===== src/rtl/cache_mem_arbiter_if.sv =====
// Bundle of the I-cache, D-cache and main-memory signals of the line arbiter.
// The arbiter uses the master modport; the caches and memory use the slave modport.
interface cache_mem_arbiter_if #(
    parameter int LINE_WORDS = 4
);
    localparam int BW = $clog2(LINE_WORDS);

    logic          ic_req;
    logic [31:0]   ic_addr;
    logic          ic_rvalid;
    logic [31:0]   ic_rdata;
    logic [BW-1:0] ic_rbeat;
    logic          ic_done;

    logic          dc_req;
    logic          dc_we;
    logic [31:0]   dc_addr;
    logic [31:0]   dc_wdata;
    logic          dc_wnext;
    logic          dc_rvalid;
    logic [31:0]   dc_rdata;
    logic [BW-1:0] dc_rbeat;
    logic          dc_done;

    logic          mem_en;
    logic          mem_we;
    logic [31:0]   mem_addr;
    logic [31:0]   mem_wdata;
    logic [31:0]   mem_rdata;

    logic          busy;
    logic          owner;

    modport master (
        input  ic_req, ic_addr,
        output ic_rvalid, ic_rdata, ic_rbeat, ic_done,
        input  dc_req, dc_we, dc_addr, dc_wdata,
        output dc_wnext, dc_rvalid, dc_rdata, dc_rbeat, dc_done,
        output mem_en, mem_we, mem_addr, mem_wdata,
        input  mem_rdata,
        output busy, owner
    );

    modport slave (
        output ic_req, ic_addr,
        input  ic_rvalid, ic_rdata, ic_rbeat, ic_done,
        output dc_req, dc_we, dc_addr, dc_wdata,
        input  dc_wnext, dc_rvalid, dc_rdata, dc_rbeat, dc_done,
        input  mem_en, mem_we, mem_addr, mem_wdata,
        output mem_rdata,
        input  busy, owner
    );
endinterface


===== src/rtl/cache_mem_arbiter.sv =====
// Round-robin arbiter sharing one fixed-latency memory port between the I-cache
// refill path and the D-cache refill/write-back path, one cache line per grant.
module cache_mem_arbiter #(
    parameter int LINE_WORDS = 4,
    parameter int MEM_LAT    = 2
) (
    input  logic                 clk,
    input  logic                 resetn,
    cache_mem_arbiter_if.master  bus
);
    localparam int              BW        = $clog2(LINE_WORDS);
    localparam int              WW        = $clog2(MEM_LAT + 1);
    localparam logic [BW-1:0]   LAST_BEAT = BW'(LINE_WORDS - 1);
    localparam logic [WW-1:0]   LAT       = WW'(MEM_LAT);
    localparam logic [31:0]     LINE_MASK = ~32'(LINE_WORDS * 4 - 1);

    typedef enum logic [1:0] {
        IDLE,
        XFER,
        DONE
    } state_t;

    state_t        state;
    logic          owner_r;
    logic          last_owner;
    logic          we_r;
    logic [31:0]   base_addr;
    logic [BW-1:0] beat;
    logic [WW-1:0] wait_cnt;

    logic          mem_en_r;
    logic          mem_we_r;
    logic [31:0]   mem_addr_r;
    logic          wnext_r;
    logic          ic_rvalid_r;
    logic          dc_rvalid_r;
    logic [BW-1:0] rbeat_r;
    logic          ic_done_r;
    logic          dc_done_r;
    logic          busy_r;

    logic          grant_d;
    logic          grant_we;
    logic [31:0]   grant_base;

    // On a conflict the side that did not own the previous transfer wins.
    assign grant_d    = bus.dc_req && (!bus.ic_req || !last_owner);
    assign grant_we   = grant_d && bus.dc_we;
    assign grant_base = (grant_d ? bus.dc_addr : bus.ic_addr) & LINE_MASK;

    always_ff @(posedge clk) begin
        if (!resetn) begin
            state       <= IDLE;
            owner_r     <= 1'b0;
            last_owner  <= 1'b1;
            we_r        <= 1'b0;
            base_addr   <= '0;
            beat        <= '0;
            wait_cnt    <= '0;
            mem_en_r    <= 1'b0;
            mem_we_r    <= 1'b0;
            mem_addr_r  <= '0;
            wnext_r     <= 1'b0;
            ic_rvalid_r <= 1'b0;
            dc_rvalid_r <= 1'b0;
            rbeat_r     <= '0;
            ic_done_r   <= 1'b0;
            dc_done_r   <= 1'b0;
            busy_r      <= 1'b0;
        end else begin
            mem_en_r    <= 1'b0;
            mem_we_r    <= 1'b0;
            wnext_r     <= 1'b0;
            ic_rvalid_r <= 1'b0;
            dc_rvalid_r <= 1'b0;
            ic_done_r   <= 1'b0;
            dc_done_r   <= 1'b0;

            case (state)
                IDLE: begin
                    if (bus.ic_req || bus.dc_req) begin
                        state      <= XFER;
                        busy_r     <= 1'b1;
                        owner_r    <= grant_d;
                        we_r       <= grant_we;
                        base_addr  <= grant_base;
                        beat       <= '0;
                        wait_cnt   <= '0;
                        mem_en_r   <= 1'b1;
                        mem_we_r   <= grant_we;
                        mem_addr_r <= grant_base;
                        wnext_r    <= grant_we;
                    end
                end

                XFER: begin
                    // Strobes are registered, so each one is set on the edge before its cycle.
                    if (wait_cnt != LAT) begin
                        wait_cnt <= wait_cnt + 1'b1;
                        if (wait_cnt == LAT - 1'b1 && !we_r) begin
                            ic_rvalid_r <= !owner_r;
                            dc_rvalid_r <= owner_r;
                            rbeat_r     <= beat;
                        end
                    end else if (beat == LAST_BEAT) begin
                        state     <= DONE;
                        ic_done_r <= !owner_r;
                        dc_done_r <= owner_r;
                        beat      <= '0;
                        wait_cnt  <= '0;
                    end else begin
                        beat       <= beat + 1'b1;
                        wait_cnt   <= '0;
                        mem_en_r   <= 1'b1;
                        mem_we_r   <= we_r;
                        mem_addr_r <= base_addr + ((32'(beat) + 32'd1) << 2);
                        wnext_r    <= we_r;
                    end
                end

                DONE: begin
                    state      <= IDLE;
                    busy_r     <= 1'b0;
                    last_owner <= owner_r;
                end

                default: begin
                    state <= IDLE;
                end
            endcase
        end
    end

    // Data paths are pass-through; only their qualifiers are registered.
    assign bus.mem_wdata = (mem_en_r && mem_we_r) ? bus.dc_wdata : 32'd0;
    assign bus.ic_rdata  = ic_rvalid_r ? bus.mem_rdata : 32'd0;
    assign bus.dc_rdata  = dc_rvalid_r ? bus.mem_rdata : 32'd0;

    assign bus.mem_en    = mem_en_r;
    assign bus.mem_we    = mem_we_r;
    assign bus.mem_addr  = mem_addr_r;
    assign bus.dc_wnext  = wnext_r;
    assign bus.ic_rvalid = ic_rvalid_r;
    assign bus.dc_rvalid = dc_rvalid_r;
    assign bus.ic_rbeat  = rbeat_r;
    assign bus.dc_rbeat  = rbeat_r;
    assign bus.ic_done   = ic_done_r;
    assign bus.dc_done   = dc_done_r;
    assign bus.busy      = busy_r;
    assign bus.owner     = owner_r;
endmodule


===== src/flat_wrapper.sv =====
// flat-port wrapper written by rule: the top's interface ports become plain ports
module cache_mem_arbiter_flat 
#(
    parameter int LINE_WORDS = 4,
    parameter int MEM_LAT    = 2
)
  (clk, resetn, bus_ic_req, bus_ic_addr, bus_ic_rvalid, bus_ic_rdata, bus_ic_rbeat, bus_ic_done, bus_dc_req, bus_dc_we, bus_dc_addr, bus_dc_wdata, bus_dc_wnext, bus_dc_rvalid, bus_dc_rdata, bus_dc_rbeat, bus_dc_done, bus_mem_en, bus_mem_we, bus_mem_addr, bus_mem_wdata, bus_mem_rdata, bus_busy, bus_owner);
  cache_mem_arbiter_if #(.LINE_WORDS(LINE_WORDS)) bus_i ();
  input  logic clk;
  input  logic resetn;
  input wire logic [$bits(bus_i.ic_req)-1:0] bus_ic_req;
  input wire logic [$bits(bus_i.ic_addr)-1:0] bus_ic_addr;
  output wire logic [$bits(bus_i.ic_rvalid)-1:0] bus_ic_rvalid;
  output wire logic [$bits(bus_i.ic_rdata)-1:0] bus_ic_rdata;
  output wire logic [$bits(bus_i.ic_rbeat)-1:0] bus_ic_rbeat;
  output wire logic [$bits(bus_i.ic_done)-1:0] bus_ic_done;
  input wire logic [$bits(bus_i.dc_req)-1:0] bus_dc_req;
  input wire logic [$bits(bus_i.dc_we)-1:0] bus_dc_we;
  input wire logic [$bits(bus_i.dc_addr)-1:0] bus_dc_addr;
  input wire logic [$bits(bus_i.dc_wdata)-1:0] bus_dc_wdata;
  output wire logic [$bits(bus_i.dc_wnext)-1:0] bus_dc_wnext;
  output wire logic [$bits(bus_i.dc_rvalid)-1:0] bus_dc_rvalid;
  output wire logic [$bits(bus_i.dc_rdata)-1:0] bus_dc_rdata;
  output wire logic [$bits(bus_i.dc_rbeat)-1:0] bus_dc_rbeat;
  output wire logic [$bits(bus_i.dc_done)-1:0] bus_dc_done;
  output wire logic [$bits(bus_i.mem_en)-1:0] bus_mem_en;
  output wire logic [$bits(bus_i.mem_we)-1:0] bus_mem_we;
  output wire logic [$bits(bus_i.mem_addr)-1:0] bus_mem_addr;
  output wire logic [$bits(bus_i.mem_wdata)-1:0] bus_mem_wdata;
  input wire logic [$bits(bus_i.mem_rdata)-1:0] bus_mem_rdata;
  output wire logic [$bits(bus_i.busy)-1:0] bus_busy;
  output wire logic [$bits(bus_i.owner)-1:0] bus_owner;
  assign bus_i.ic_req = bus_ic_req;
  assign bus_i.ic_addr = bus_ic_addr;
  assign bus_ic_rvalid = bus_i.ic_rvalid;
  assign bus_ic_rdata = bus_i.ic_rdata;
  assign bus_ic_rbeat = bus_i.ic_rbeat;
  assign bus_ic_done = bus_i.ic_done;
  assign bus_i.dc_req = bus_dc_req;
  assign bus_i.dc_we = bus_dc_we;
  assign bus_i.dc_addr = bus_dc_addr;
  assign bus_i.dc_wdata = bus_dc_wdata;
  assign bus_dc_wnext = bus_i.dc_wnext;
  assign bus_dc_rvalid = bus_i.dc_rvalid;
  assign bus_dc_rdata = bus_i.dc_rdata;
  assign bus_dc_rbeat = bus_i.dc_rbeat;
  assign bus_dc_done = bus_i.dc_done;
  assign bus_mem_en = bus_i.mem_en;
  assign bus_mem_we = bus_i.mem_we;
  assign bus_mem_addr = bus_i.mem_addr;
  assign bus_mem_wdata = bus_i.mem_wdata;
  assign bus_i.mem_rdata = bus_mem_rdata;
  assign bus_busy = bus_i.busy;
  assign bus_owner = bus_i.owner;
  cache_mem_arbiter #(.LINE_WORDS(LINE_WORDS), .MEM_LAT(MEM_LAT)) u_core (.clk(clk), .resetn(resetn), .bus(bus_i));
endmodule

===== config.mk =====
export PLATFORM = sky130hd
export DESIGN_NAME = cache_mem_arbiter_flat
export DESIGN_NICKNAME = d
export VERILOG_FILES = /design/src/rtl/cache_mem_arbiter_if.sv /design/src/rtl/cache_mem_arbiter.sv /design/src/flat_wrapper.sv
export SDC_FILE = /design/constraint.sdc
export NUM_CORES = 1
export LEC_CHECK = 0
export CAP_MARGIN = 10
export CORE_UTILIZATION = 36
export CTS_BUF_LIST = sky130_fd_sc_hd__clkbuf_4
export CTS_CLUSTER_DIAMETER = 100
export DETAILED_ROUTE_END_ITERATION = 8
export PLACE_DENSITY = 0.83
export SLEW_MARGIN = 10
export SYNTH_ARGS = -nofsm -noshare
export SYNTH_HDL_FRONTEND = slang
export SYNTH_SLANG_ARGS = --single-unit

===== constraint.sdc =====
create_clock -name clk -period 2.6 [get_ports clk]
set_input_delay 0.26 -clock clk [delete_from_list [all_inputs] [get_ports clk]]
set_output_delay 0.26 -clock clk [all_outputs]
set_load 0.01 [all_outputs]

# == Word-level counts from Yosys, hierarchy flattened ==
# Index checks and enable logic that the tools add are counted.
# totals
ff_bits,78
in_bits,133
output_inout_bits,141
word_cells,82
# classes
add_sub_neg,4
n_eq_ne,9
n_mux,28
n_bitwise,3
reduce_logical,22
# op_table
cell,n
32-bit two-way mux,7
32-bit one-hot mux with 2 select lines,1
32-bit adder,1
2-bit two-way mux,7
2-bit one-hot mux with 2 select lines,3
3-bit AND reduction,3
4-bit AND reduction,2
1-bit two-way mux,7
2-bit != test (second input constant),3
1-bit one-hot mux with 2 select lines,3
2-bit AND reduction,3
2-bit by 1-bit adder with 2-bit output (second input constant),2
2-bit by 1-bit equality test with 1-bit output (second input constant),2
2-bit equality test (second input constant),2
1-bit logical AND,4
1-bit zero test,4
2-bit by 1-bit != test with 1-bit output (second input constant),2
2-bit nonzero test,2
4-bit OR reduction,1
2-bit by 1-bit adder with 3-bit output (second input constant),1
1-bit NOT,3
2-bit zero test,1
1-bit logical OR,2

# == Longest topological paths before layout ==
# Gate-level depths: netlist of the first run.
# depth
depth_word,6
mapped_depth,9
ltp_nobuf,8

# == Least setup slack after synthesis of the first run ==
# Ideal clock, no wire load.
# synth_path
path_type,reg2reg
startpoint,register u_core.beat[0]
endpoint,"register u_core.mem_addr_r[18], in the netlist u_core.bus.mem_addr[18]"
setup_ns,0.120
t_arrival_ns,1.887
required_ns,2.480
setup_slack_ns,0.594
stages_incl_launch_ff,10
path_buffers,1
synth_period_minus_slack_ns,2.006
path_cell_list,dfxtp_1 > ha_1 > ha_1 > ha_1 > and4_1 > clkbuf_1 > nand4_1 > xnor2_1 > o211ai_1 > nand2_1
# synth_between
elab_chain_cells,5
elab_cells_between_ends,8
classes_between,add/sub: 2; eq/ne: 2; mux: 3; reduce/logical: 1
# synth_lines
item,line_no,rtl
start: declaration,cache_mem_arbiter.sv:28,logic [BW-1:0] beat;
start signal: assignment,cache_mem_arbiter.sv:112,beat <= beat + 1'b1;
2-bit by 1-bit adder with 3-bit output,cache_mem_arbiter.sv:116,mem_addr_r <= base_addr + ((32'(beat) + 32'd1) << 2);
32-bit adder,cache_mem_arbiter.sv:116,
32-bit two-way mux,cache_mem_arbiter.sv:105,end else if (beat == LAST_BEAT) begin
32-bit two-way mux,cache_mem_arbiter.sv:98,if (wait_cnt != LAT) begin
32-bit one-hot mux with 2 select lines,cache_mem_arbiter.sv:79,case (state)
end signal: assignment,cache_mem_arbiter.sv:91,mem_addr_r <= grant_base;
end signal: assignment,cache_mem_arbiter.sv:116,
end: declaration,cache_mem_arbiter.sv:33,logic [31:0] mem_addr_r;
# Parallel ways exist; a longest one is shown, timed or not. The select of a mux whose other input is x is not followed.
# A chain may end at the register's enable or synchronous reset.

# == Final worst setup path of the first run ==
# layout_path
startpoint,register u_core.beat[0]
endpoint,"register u_core.mem_addr_r[31], in the netlist u_core.bus.mem_addr[31]"
# The elaborated chain is that of the path after synthesis.

==> results of run 1 <==
## metal layers
layer | vias up | track usage | wire length (µm) | share of wire
met5 | - | 0 | 0 | 0
met4 | 0 | 0.0754 | 286 | 0.019
met3 | 21 | 0.0473 | 959 | 0.063
met2 | 200 | 0.440 | 7960 | 0.53
met1 | 2214 | 0.257 | 5950 | 0.39
li1 | 2388 | - | - | -
## registers in the layout (all words and copies together) (netlist names), 2 cells and up
register / count
u_core.base_addr: 28
u_core.beat: 2
u_core.bus.dc_rbeat: 2
u_core.bus.mem_addr: 30
u_core.state: 2
u_core.wait_cnt: 2
## kinds of logic (layout without fill, tap and decap cells)
| family | Yosys count | after routing |
|---|---|---|
| xor gates and xnor gates | 22 | 22 |
| other | 1 | 2 |
| adders and majority gates | 3 | 3 |
| muxes | 32 | 32 |
| and+or+nand+nor | 258 | 258 |
| AOI/OAI and AO/OA | 109 | 109 |
| DFF | 76 | 76 |
| buffers and inverters | 55 | 292 |
## cells in the final DEF (no fill, tap or decap), types with 11 or more instances in the layout
| cell | Yosys | routed |
|---|---|---|
| sky130_fd_sc_hd__and2_1 | 66 | 66 |
| sky130_fd_sc_hd__o21ai_1 | 14 | 14 |
| sky130_fd_sc_hd__nor2b_1 | 11 | 11 |
| sky130_fd_sc_hd__nor3_1 | 11 | 11 |
| sky130_fd_sc_hd__o211a_1 | 21 | 21 |
| sky130_fd_sc_hd__nand2_1 | 62 | 62 |
| sky130_fd_sc_hd__dfxtp_1 | 76 | 74 |
| sky130_fd_sc_hd__xnor2_1 | 21 | 21 |
| sky130_fd_sc_hd__mux2i_1 | 26 | 26 |
| sky130_fd_sc_hd__nor2_1 | 31 | 30 |
| sky130_fd_sc_hd__nand3_1 | 16 | 16 |
| sky130_fd_sc_hd__and3_1 | 40 | 40 |
| sky130_fd_sc_hd__clkdlybuf4s50_1 | 0 | 262 |
| sky130_fd_sc_hd__o21ai_0 | 16 | 16 |
| sky130_fd_sc_hd__a21oi_1 | 17 | 17 |
## worst max-delay path by stage
stage                            startpoint                      end  slack, ns
after floorplan              u_core.beat[0]  u_core.bus.mem_addr[18]       0.59
after global placement       u_core.beat[0]  u_core.bus.mem_addr[31]       0.36
after detailed placement     u_core.beat[0]  u_core.bus.mem_addr[31]       0.29
after CTS                 u_core.bus.mem_we        bus_mem_wdata[31]       0.13
after global routing         u_core.beat[0]  u_core.bus.mem_addr[20]       0.06
final                        u_core.beat[0]  u_core.bus.mem_addr[31]       0.23
## power by group through the flow
stage / combinational [mW] / clock [mW] / sequential, mW
after floorplan: 0.334 / 0 / 1.37
after global placement: 0.709 / 0 / 1.38
after detailed placement: 0.727 / 0 / 1.39
after CTS: 0.731 / 0.925 / 1.36
after global routing: 0.792 / 0.977 / 1.38
final: 0.727 / 0.911 / 1.36
## critical path, stage by stage, from the launching register on
cell                       delay (ns)
sky130_fd_sc_hd__dfxtp_1         0.40
sky130_fd_sc_hd__ha_1            0.34
sky130_fd_sc_hd__ha_1            0.27
sky130_fd_sc_hd__and4_1          0.38
sky130_fd_sc_hd__nand4_4         0.24
sky130_fd_sc_hd__nor4_4          0.35
sky130_fd_sc_hd__xnor2_1         0.11
sky130_fd_sc_hd__a211oi_2        0.21
## synthesized netlist by cell type (9+ instances only)
master	number	area share
sky130_fd_sc_hd__buf_2	10	0.011
sky130_fd_sc_hd__nor2_1	31	0.026
sky130_fd_sc_hd__nand2_1	62	0.052
sky130_fd_sc_hd__nor3_1	11	0.012
sky130_fd_sc_hd__and3_1	40	0.056
sky130_fd_sc_hd__o211a_1	21	0.047
sky130_fd_sc_hd__clkbuf_1	31	0.026
sky130_fd_sc_hd__xnor2_1	21	0.041
sky130_fd_sc_hd__a211oi_1	9	0.015
sky130_fd_sc_hd__mux2i_1	26	0.058
sky130_fd_sc_hd__nor2b_1	11	0.015
sky130_fd_sc_hd__o21ai_1	14	0.016
sky130_fd_sc_hd__and2_1	66	0.092
sky130_fd_sc_hd__o21ai_0	16	0.018
sky130_fd_sc_hd__nand3_1	16	0.018
sky130_fd_sc_hd__dfxtp_1	76	0.34
sky130_fd_sc_hd__a21oi_1	17	0.019
## repair_timing
item	4_1_cts	5_1_grt
hold buffers	0	0
endpoints found under the setup margin	0	1
gates resized for setup	0	2
## stage by stage
stage,setup WS [ns],total power [mW],util
3_3_place_gp,0.359,2.09,0.595
5_1_grt,0.0635,3.15,0.610
6_report,0.230,3.00,0.610
3_5_place_dp,0.293,2.11,0.595
2_1_floorplan,0.594,1.71,-
4_1_cts,0.128,3.02,0.610
## final cells by class
cell class              count  area (µm²)
clock buffers               9        67.6
flip-flops and latches     76        1520
clock inverters             7         114
multi-input cells         426        2750
inverters                   6        22.5
repair buffers            270        2710
fillers                  1066        4720
well taps                 168         210
==> summary.txt, run 1 <==
Logic synthesis
  – Post-synthesis instance total: ~560
  – Xor/xnor share of the synthesized area: 0.0429
  – Number of enable-type register cells in the synthesized netlist: 0
  – Adder-Cell Fraction of Synth Area: 0.00835
  – Prevailing post-synth register cell: sky130_fd_sc_hd__dfxtp_1
  – Simple-gate portion of the synthesized area: 0.310
  – Average cell area after synthesis: ~8.1 µm²
  – Number of storage elements in the synthesis netlist: between 70 and 80
  – Mux cell area share after synthesis: 0.0730
  – Largest family of logic cells by synthesized area: simple AND/OR/NAND/NOR gates
  – Combined area of all synthesized cells: 4490 µm²
  – Distinct cell type count after synthesis: 47
  – Synth warn: 0
  – Async S/R FF share, synth: 0
  – Share of the yosys chip area belonging to registers: 0.339
  – Compound-gate portion of the synthesized area: 0.172

Critical path
  – Required time at the endpoint of the critical path: 2.96 ns
  – Kind of critical path: flop to flop
  – Category of the worst setup path capture point: flop
  – Worst setup SP type: flop
  – Highest fanout seen on the critical path: 8
  – Arrival time at the worst endpoint: between 2 and 3 ns
  – R2R Path End: u_core.bus.mem_addr[31]
  – Worst reg2reg setup slack: about 0.23 ns
  – Worst R2R Path Depth: 7
  – Start of the worst register-to-register path: u_core.beat[0]

Routing
  – Ratio of routed vias to standard cells: between 5 and 6
  – DR vias: a little under 5000
  – Average routed wire per standard cell: ~16 µm
  – Initial DRC count: 192
  – Residual antenna-violating net count after detailed routing: 0
  – Final WL: about 15000 µm
  – DR DRC count: 0
  – Pre-Repair DR Iteration Count: 4

Hold path
  – Min-Delay Startpoint: resetn
  – Min-Delay Path Depth: 2
  – Kind of path behind the tightest hold check: primary input to flop
  – Hold path endpoint: u_core.last_owner

Final layout
  – Diodes inserted: 0
  – Area Overhead vs Synth: 64.4%
  – Final Non-Filler Cells: roughly 960
  – Proportion of layout cells with a drive suffix above 1: 0.0453
  – Final net count: around 900
  – Summed area of non-filler cells in the final layout: about 7400 µm²

Floorplanning
  – Total I/O pin count: around 270
  – Cell Rows: 40
  – DIE AREA: ~13000 µm²
  – Placeable core region: 12100 µm²
  – Die width: ~110 µm
  – Die span in y: approximately 110 µm
  – Initial Util: 0.371

GRT
  – Wire length of the first global-routing pass: between 20000 and 25000 µm
  – Maximum number of pins on one net before global-route repair: 46
  – Vias in the first global route: around 4700
  – Number of antenna violations at the first check in global routing: 0
  – Total gr overflow: 0
  – GRT Resource Usage Total: 0.232

Power
  – Static leakage: 3.03 nW
  – Internal power of the cells: around 2.2 mW
  – Sw Ratio: 0.279
  – Gate power share: 0.242
  – Clock power share: 0.303
  – Max VDD drop: roughly 0.34 mV
  – Sw power: 837 µW
  – Cell Pwr Density: just over 400 nW/µm²
  – Sequential fraction of design power: 0.454

STA
  – Highest Clock Rate: around 420 MHz
  – Hold Violations, Final: 0
  – Fin crit share: 0.912
  – Final setup violating endpoints: 0
  – Setup repair after global routing missed its margin: no
  – Post-Route Setup TNS: 0 ns
  – Max Clock Skew: between 0.015 and 0.02 ns
  – Worst Hold Slack: 0.363 ns
  – Post-route minimum period: 2.37 ns
  – Normalized max-slew margin: 0.481
  – Transition time at the pin with the least slew margin: 0.777 ns
  – Final Slew Violations: 0

Run status
  – Run status: finished, final reports clean

Clocking
  – Clock tree from TritonCTS: done
  – CTS Sinks: 76
  – Latest clock arrival within the worst-skew pair: between 0.4 and 0.5 ns
  – Number of buffers created by CTS: 9
  – Root Driver: sky130_fd_sc_hd__clkbuf_4
  – Level count of the clock H-tree: 3
  – CTS clock-pin slew for the worst setup and hold paths: ~0.12 ns
  – Post-CTS Repair Setup Buffers: 0
  – Longest Clk Path Bufs: 2

Placement
  – Global placer's final weighted congestion: between 0.8 and 0.9
  – Port-buffer cells: approximately 260
  – DP HPWL: 11800 µm
  – # placed instances: ~950
  – Post-Place Cell Area: about 7200 µm²

Flow run
  – Number of max-cap violations: 0
Note: power is estimated with default switching activity, not from simulation.
==> run 2: changes to the inputs <==
Settings changed: CORE_MARGIN set to 2, TNS_END_PERCENT set to 50.
==> run 2 against run 1 <==
  * Worst hold slack got worse by 0.052 ns
  * Clock skew down 0.00072 ns
  * Clock-buffer cell count unchanged
  * Critical path type is now flop to primary output
  * Largest power group unchanged
==> summary.txt, run 2 (synthesis gave the netlist of run 1 again) <==
Placement
  – Port-buffer cells: around 260
  – DP HPWL: roughly 12000 µm
  – Global placer's final weighted congestion: between 0.8 and 0.9

Routing
  – Final WL: around 15000 µm
  – Residual antenna-violating net count after detailed routing: 0
  – Ratio of routed vias to standard cells: 5.00
  – Pre-Repair DR Iteration Count: 4
  – Initial DRC count: about 210
  – DR vias: 4839
  – DR DRC count: 0
  – Average routed wire per standard cell: roughly 16 µm

Floorplanning
  – Initial Util: 0.371
  – Cell Rows: 40
  – Die width: roughly 120 µm
  – Total I/O pin count: ~270
  – Die span in y: around 120 µm
  – Placeable core region: ~12000 µm²
  – DIE AREA: around 13000 µm²

STA
  – Post-route minimum period: roughly 2.5 ns
  – Max Clock Skew: between 0.015 and 0.02 ns
  – Fin crit share: 0.953
  – Final setup violating endpoints: 0
  – Final Slew Violations: 0
  – Normalized max-slew margin: 0.436
  – Setup repair after global routing missed its margin: no
  – Hold Violations, Final: 0
  – Highest Clock Rate: 404 MHz
  – Post-Route Setup TNS: 0 ns
  – Transition time at the pin with the least slew margin: 0.844 ns

Critical path
  – R2R Path End: u_core.bus.mem_addr[31]
  – Kind of critical path: flop to primary output
  – Worst setup SP type: flop
  – Worst R2R Path Depth: 7
  – Required time at the endpoint of the critical path: between 2 and 2.5 ns
  – Category of the worst setup path capture point: primary output
  – Start of the worst register-to-register path: u_core.beat[0]
  – Arrival time at the worst endpoint: between 2 and 2.5 ns
  – Worst reg2reg setup slack: ~0.23 ns
  – Highest fanout seen on the critical path: 33

Clocking
  – CTS clock-pin slew for the worst setup and hold paths: around 0.14 ns
  – Longest Clk Path Bufs: 2
  – Number of resized instances in the post-cts repair step: 0
  – Level count of the clock H-tree: 3
  – Number of buffers created by CTS: 9
  – Clock tree from TritonCTS: done
  – CTS Sinks: 76
  – Root Driver: sky130_fd_sc_hd__clkbuf_4
  – Post-CTS Repair Setup Buffers: 0
  – Latest clock arrival within the worst-skew pair: 0.45 ns
  – Cts hold-fix bufs: 0

Run status
  – Run status: finished, final reports clean

Final layout
  – Area Overhead vs Synth: 64.2%
  – Final net count: approximately 930
  – Proportion of layout cells with a drive suffix above 1: 0.0489
  – Commonest cells after routing, fill and taps aside: 262 x sky130_fd_sc_hd__clkdlybuf4s50_1, 76 x sky130_fd_sc_hd__dfxtp_1, 66 x sky130_fd_sc_hd__and2_1
  – Largest register FFs: 30
  – Commonest non-fill, non-tap cell in the layout: sky130_fd_sc_hd__clkdlybuf4s50_1

Flow run
  – Number of max-cap violations: 0

GRT
  – Number of antenna violations at the first check in global routing: 1
  – GRT Resource Usage Total: 0.217
  – Wire length of the first global-routing pass: 23000 µm
  – Total gr overflow: 0
  – Maximum number of pins on one net before global-route repair: 45
  – Vias in the first global route: between 4000 and 5000

Power
  – Cell Pwr Density: about 380 nW/µm²
  – Max VDD drop: between 0.2 and 0.25 mV
  – Total power after layout: between 2 and 3 mW
  – Static leakage: around 3.0 nW

Hold path
  – Hold path endpoint: u_core.last_owner
  – Min-Delay Startpoint: resetn
  – Kind of path behind the tightest hold check: primary input to flop
  – Min-Delay Path Depth: 2
==> run 2: changes by cell type in the layout (fill, tap and decap cells not counted), sizes merged <==
cell      change
buf           +3
bufinv        -2
clkinvlp      +2
diode         +2
clkinv        +1
inv           -1
==> run 2: worst max path at each step <==
stage / end / slack [ns] / startpoint / cells past startpoint
2_1_floorplan: u_core.bus.mem_addr[18] / 0.59 / u_core.beat[0] / 9
3_3_place_gp: u_core.base_addr[19] / 0.38 / bus_dc_req / 5
3_5_place_dp: u_core.bus.mem_addr[31] / 0.31 / u_core.beat[0] / 7
4_1_cts: bus_mem_wdata[0] / 0.16 / u_core.bus.mem_we / 2
5_1_grt: bus_mem_wdata[0] / 0.04 / u_core.bus.mem_we / 2
6_report: bus_mem_wdata[0] / 0.12 / u_core.bus.mem_en / 2
==> run 2: where the power goes <==
group | leakage [nW] | switching [mW] | internal (mW)
combinational | 2.33 | 0.307 | 0.424
clock | 0.0677 | 0.446 | 0.287
sequential | 0.627 | 0.103 | 1.26
==> run 2: per-stage QoR <==
stage	util	hold WS (ns)	area, µm²	worst slack (ns)	std cells
2_1_floorplan	-	0.416	4500	0.594	557
5_1_grt	0.609	0.344	7380	0.0441	966
4_1_cts	0.609	0.306	7370	0.156	965
6_report	0.609	0.311	7380	0.123	967
3_5_place_dp	0.598	0.443	7240	0.308	949
3_3_place_gp	0.598	0.439	7240	0.382	949
==> run 2: layer usage <==
layer  track usage  share of wire
met5             0              0
met4        0.0873          0.028
met1         0.248           0.39
met2         0.395           0.51
met3        0.0424          0.069
==> run 2: worst max-delay path, stage by stage, from the launching register on <==
cell and delay, ns:
sky130_fd_sc_hd__dfxtp_1 0.90, sky130_fd_sc_hd__and3_1 0.31, sky130_fd_sc_hd__clkdlybuf4s50_1 0.55
==> run 2: layout make-up <==
cell class                 count  area [µm²]
inverter                       6        22.5
tap                          168         210
clock buffer                   9        67.6
sequential                    76        1520
fill                        1045        4730
clock inverter                 7        67.6
timing repair buffer         273        2740
multi-input combinational    426        2750
antenna                        2        5.00
==> run 3: changes to the inputs <==
Clock period 2.6 ns to 3.2 ns, I/O delays scaled along.
==> run 3 against run 2 <==
  * Die area stayed put
  * Clock power is 32% lower
  * Clock skew hardly changed
  * Wire length is 0.44% lower
==> summary.txt, run 3 (synthesis gave the netlist of run 1 again) <==
Clocking
  – Level count of the clock H-tree: 3
  – Clock tree from TritonCTS: done
  – Post-CTS Repair Setup Buffers: 0
  – CTS clock-pin slew for the worst setup and hold paths: approximately 0.12 ns
  – Longest Clk Path Bufs: 2
  – CTS Sinks: 76
  – Root Driver: sky130_fd_sc_hd__clkbuf_4
  – Cts hold-fix bufs: 0
  – Number of resized instances in the post-cts repair step: 0
  – Latest clock arrival within the worst-skew pair: approximately 0.43 ns
  – Number of buffers created by CTS: 9

Final layout
  – Final net count: slightly above 900
  – Commonest non-fill, non-tap cell in the layout: sky130_fd_sc_hd__clkdlybuf4s50_1
  – Proportion of layout cells with a drive suffix above 1: 0.0429
  – Largest register FFs: 30
  – Layout filler cell count: about 1100
  – Area Overhead vs Synth: 62.3%
  – Commonest cells after routing, fill and taps aside: 262 x sky130_fd_sc_hd__clkdlybuf4s50_1, 76 x sky130_fd_sc_hd__dfxtp_1, 66 x sky130_fd_sc_hd__and2_1
  – Summed area of non-filler cells in the final layout: roughly 7300 µm²

STA
  – Setup repair after global routing missed its margin: no
  – Max Clock Skew: approximately 0.016 ns
  – Minimum setup slack in the final design: around 0.73 ns
  – Highest Clock Rate: roughly 400 MHz
  – Post-Route Setup TNS: 0 ns
  – Final Slew Violations: 0
  – Transition time at the pin with the least slew margin: 0.833 ns
  – Final setup violating endpoints: 0
  – Normalized max-slew margin: 0.444
  – Fin crit share: 0.772
  – Post-route minimum period: 2.47 ns
  – Hold Violations, Final: 0

Placement
  – Post-Place Cell Area: about 7200 µm²
  – Port-buffer cells: 263
  – Minimum setup slack after placement: around 0.73 ns
  – DP HPWL: between 10000 and 15000 µm
  – Global placer's final weighted congestion: between 0.8 and 0.9

Run status
  – Run status: finished, final reports clean

GRT
  – Met1 Resource Use GR: 0.243
  – Wire length of the first global-routing pass: between 20000 and 25000 µm
  – Number of antenna violations at the first check in global routing: 1
  – Total gr overflow: 0
  – Grt met2 use: 0.407
  – Vias in the first global route: between 4000 and 5000
  – Global-route layer with the greatest usage: met2
  – Maximum number of pins on one net before global-route repair: 53
  – Met3 track utilization from global routing: 0.0434
  – GRT Resource Usage Total: 0.218

Routing
  – Pre-Repair DR Iteration Count: 4
  – DR DRC count: 0
  – Initial DRC count: around 220
  – Final WL: approximately 15000 µm
  – Average routed wire per standard cell: approximately 16 µm
  – Ratio of routed vias to standard cells: 5.04
  – DR vias: roughly 4800
  – Residual antenna-violating net count after detailed routing: 0

Power
  – Cell Pwr Density: 300 nW/µm²
  – Static leakage: just under 3 nW
  – Max VDD drop: 0.198 mV
  – Total power after layout: about 2.2 mW

Flow run
  – Number of max-cap violations: 0

Critical path
  – Arrival time at the worst endpoint: ~2.2 ns
  – WP buf/inv: 1
  – Crit-path max cell delay: between 0.8 and 0.9 ns
  – Kind of critical path: flop to primary output
  – Required time at the endpoint of the critical path: about 2.9 ns
  – Slowest cell on the critical path: sky130_fd_sc_hd__dfxtp_1
  – Largest delay share family, worst path: flip-flops
  – Cells traversed along the worst timing path: and3_1, clkdlybuf4s50_1
  – Category of the worst setup path capture point: primary output
  – Highest fanout seen on the critical path: 34
  – Worst setup SP type: flop

Floorplanning
  – Cell Rows: 40
  – DIE AREA: 13400 µm²
  – Initial Util: 0.371
  – Die span in y: around 120 µm
  – Die width: between 100 and 150 µm
  – Total I/O pin count: around 270
  – Placeable core region: ~12000 µm²

Hold path
  – Kind of path behind the tightest hold check: primary input to flop
==> run 3: changes by cell type in the layout (fill, tap and decap cells not counted) <==
cell,previous run,this run
sky130_fd_sc_hd__clkinv_4,0,1
sky130_fd_sc_hd__buf_12,3,1
sky130_fd_sc_hd__diode_2,2,1
sky130_fd_sc_hd__buf_4,7,4
sky130_fd_sc_hd__clkinv_2,3,4
sky130_fd_sc_hd__bufinv_16,1,0
sky130_fd_sc_hd__clkinvlp_4,3,2
==> run 3: where the power goes <==
group / switching, mW / total (mW) / internal, mW / leakage (nW)
registers: 0.0813 / 1.11 / 1.02 / 0.627
clock network: 0.347 / 0.502 / 0.155 / 0.0615
logic: 0.248 / 0.583 / 0.335 / 2.30
==> run 3: worst paths after layout <==
kind	start	endpoint	slack [ns]	cells after the start
worst max register to register	u_core.beat[0]	u_core.bus.mem_addr[20]	0.76	8
worst min-delay path	resetn	u_core.last_owner	0.41	2
worst max-delay path	u_core.bus.mem_we	bus_mem_wdata[0]	0.73	2
worst min register to register	u_core.bus.mem_addr[17]	u_core.bus.mem_addr[17]	0.46	2
==> run 3: area by class of cell <==
cell class / instances / area [µm²] / area share
Tap cell: 168 / 210 / 0.0288
Multi-Input combinational cell: 426 / 2750 / 0.377
Clock inverter: 7 / 43.8 / 0.00601
Inverter: 6 / 22.5 / 0.00309
Clock buffer: 9 / 67.6 / 0.00927
Timing Repair Buffer: 268 / 2680 / 0.367
Antenna cell: 1 / 2.50 / 0.000343
Sequential cell: 76 / 1520 / 0.209
==> run 3: layer usage <==
layer,vias up,wire length [µm]
li1,2391,-
met1,2247,5990
met2,180,7870
met3,28,981
met4,0,394
met5,-,0
==> run 3: per-stage QoR <==
| step | hold WS [ns] | cells | util |
|---|---|---|---|
| global route | 0.425 | 961 | 0.602 |
| finish | 0.407 | 961 | 0.602 |
| CTS | 0.393 | 960 | 0.602 |
| detailed placement | 0.447 | 944 | 0.593 |
| floorplan | 0.457 | 557 | - |
| global placement | 0.446 | 944 | 0.593 |
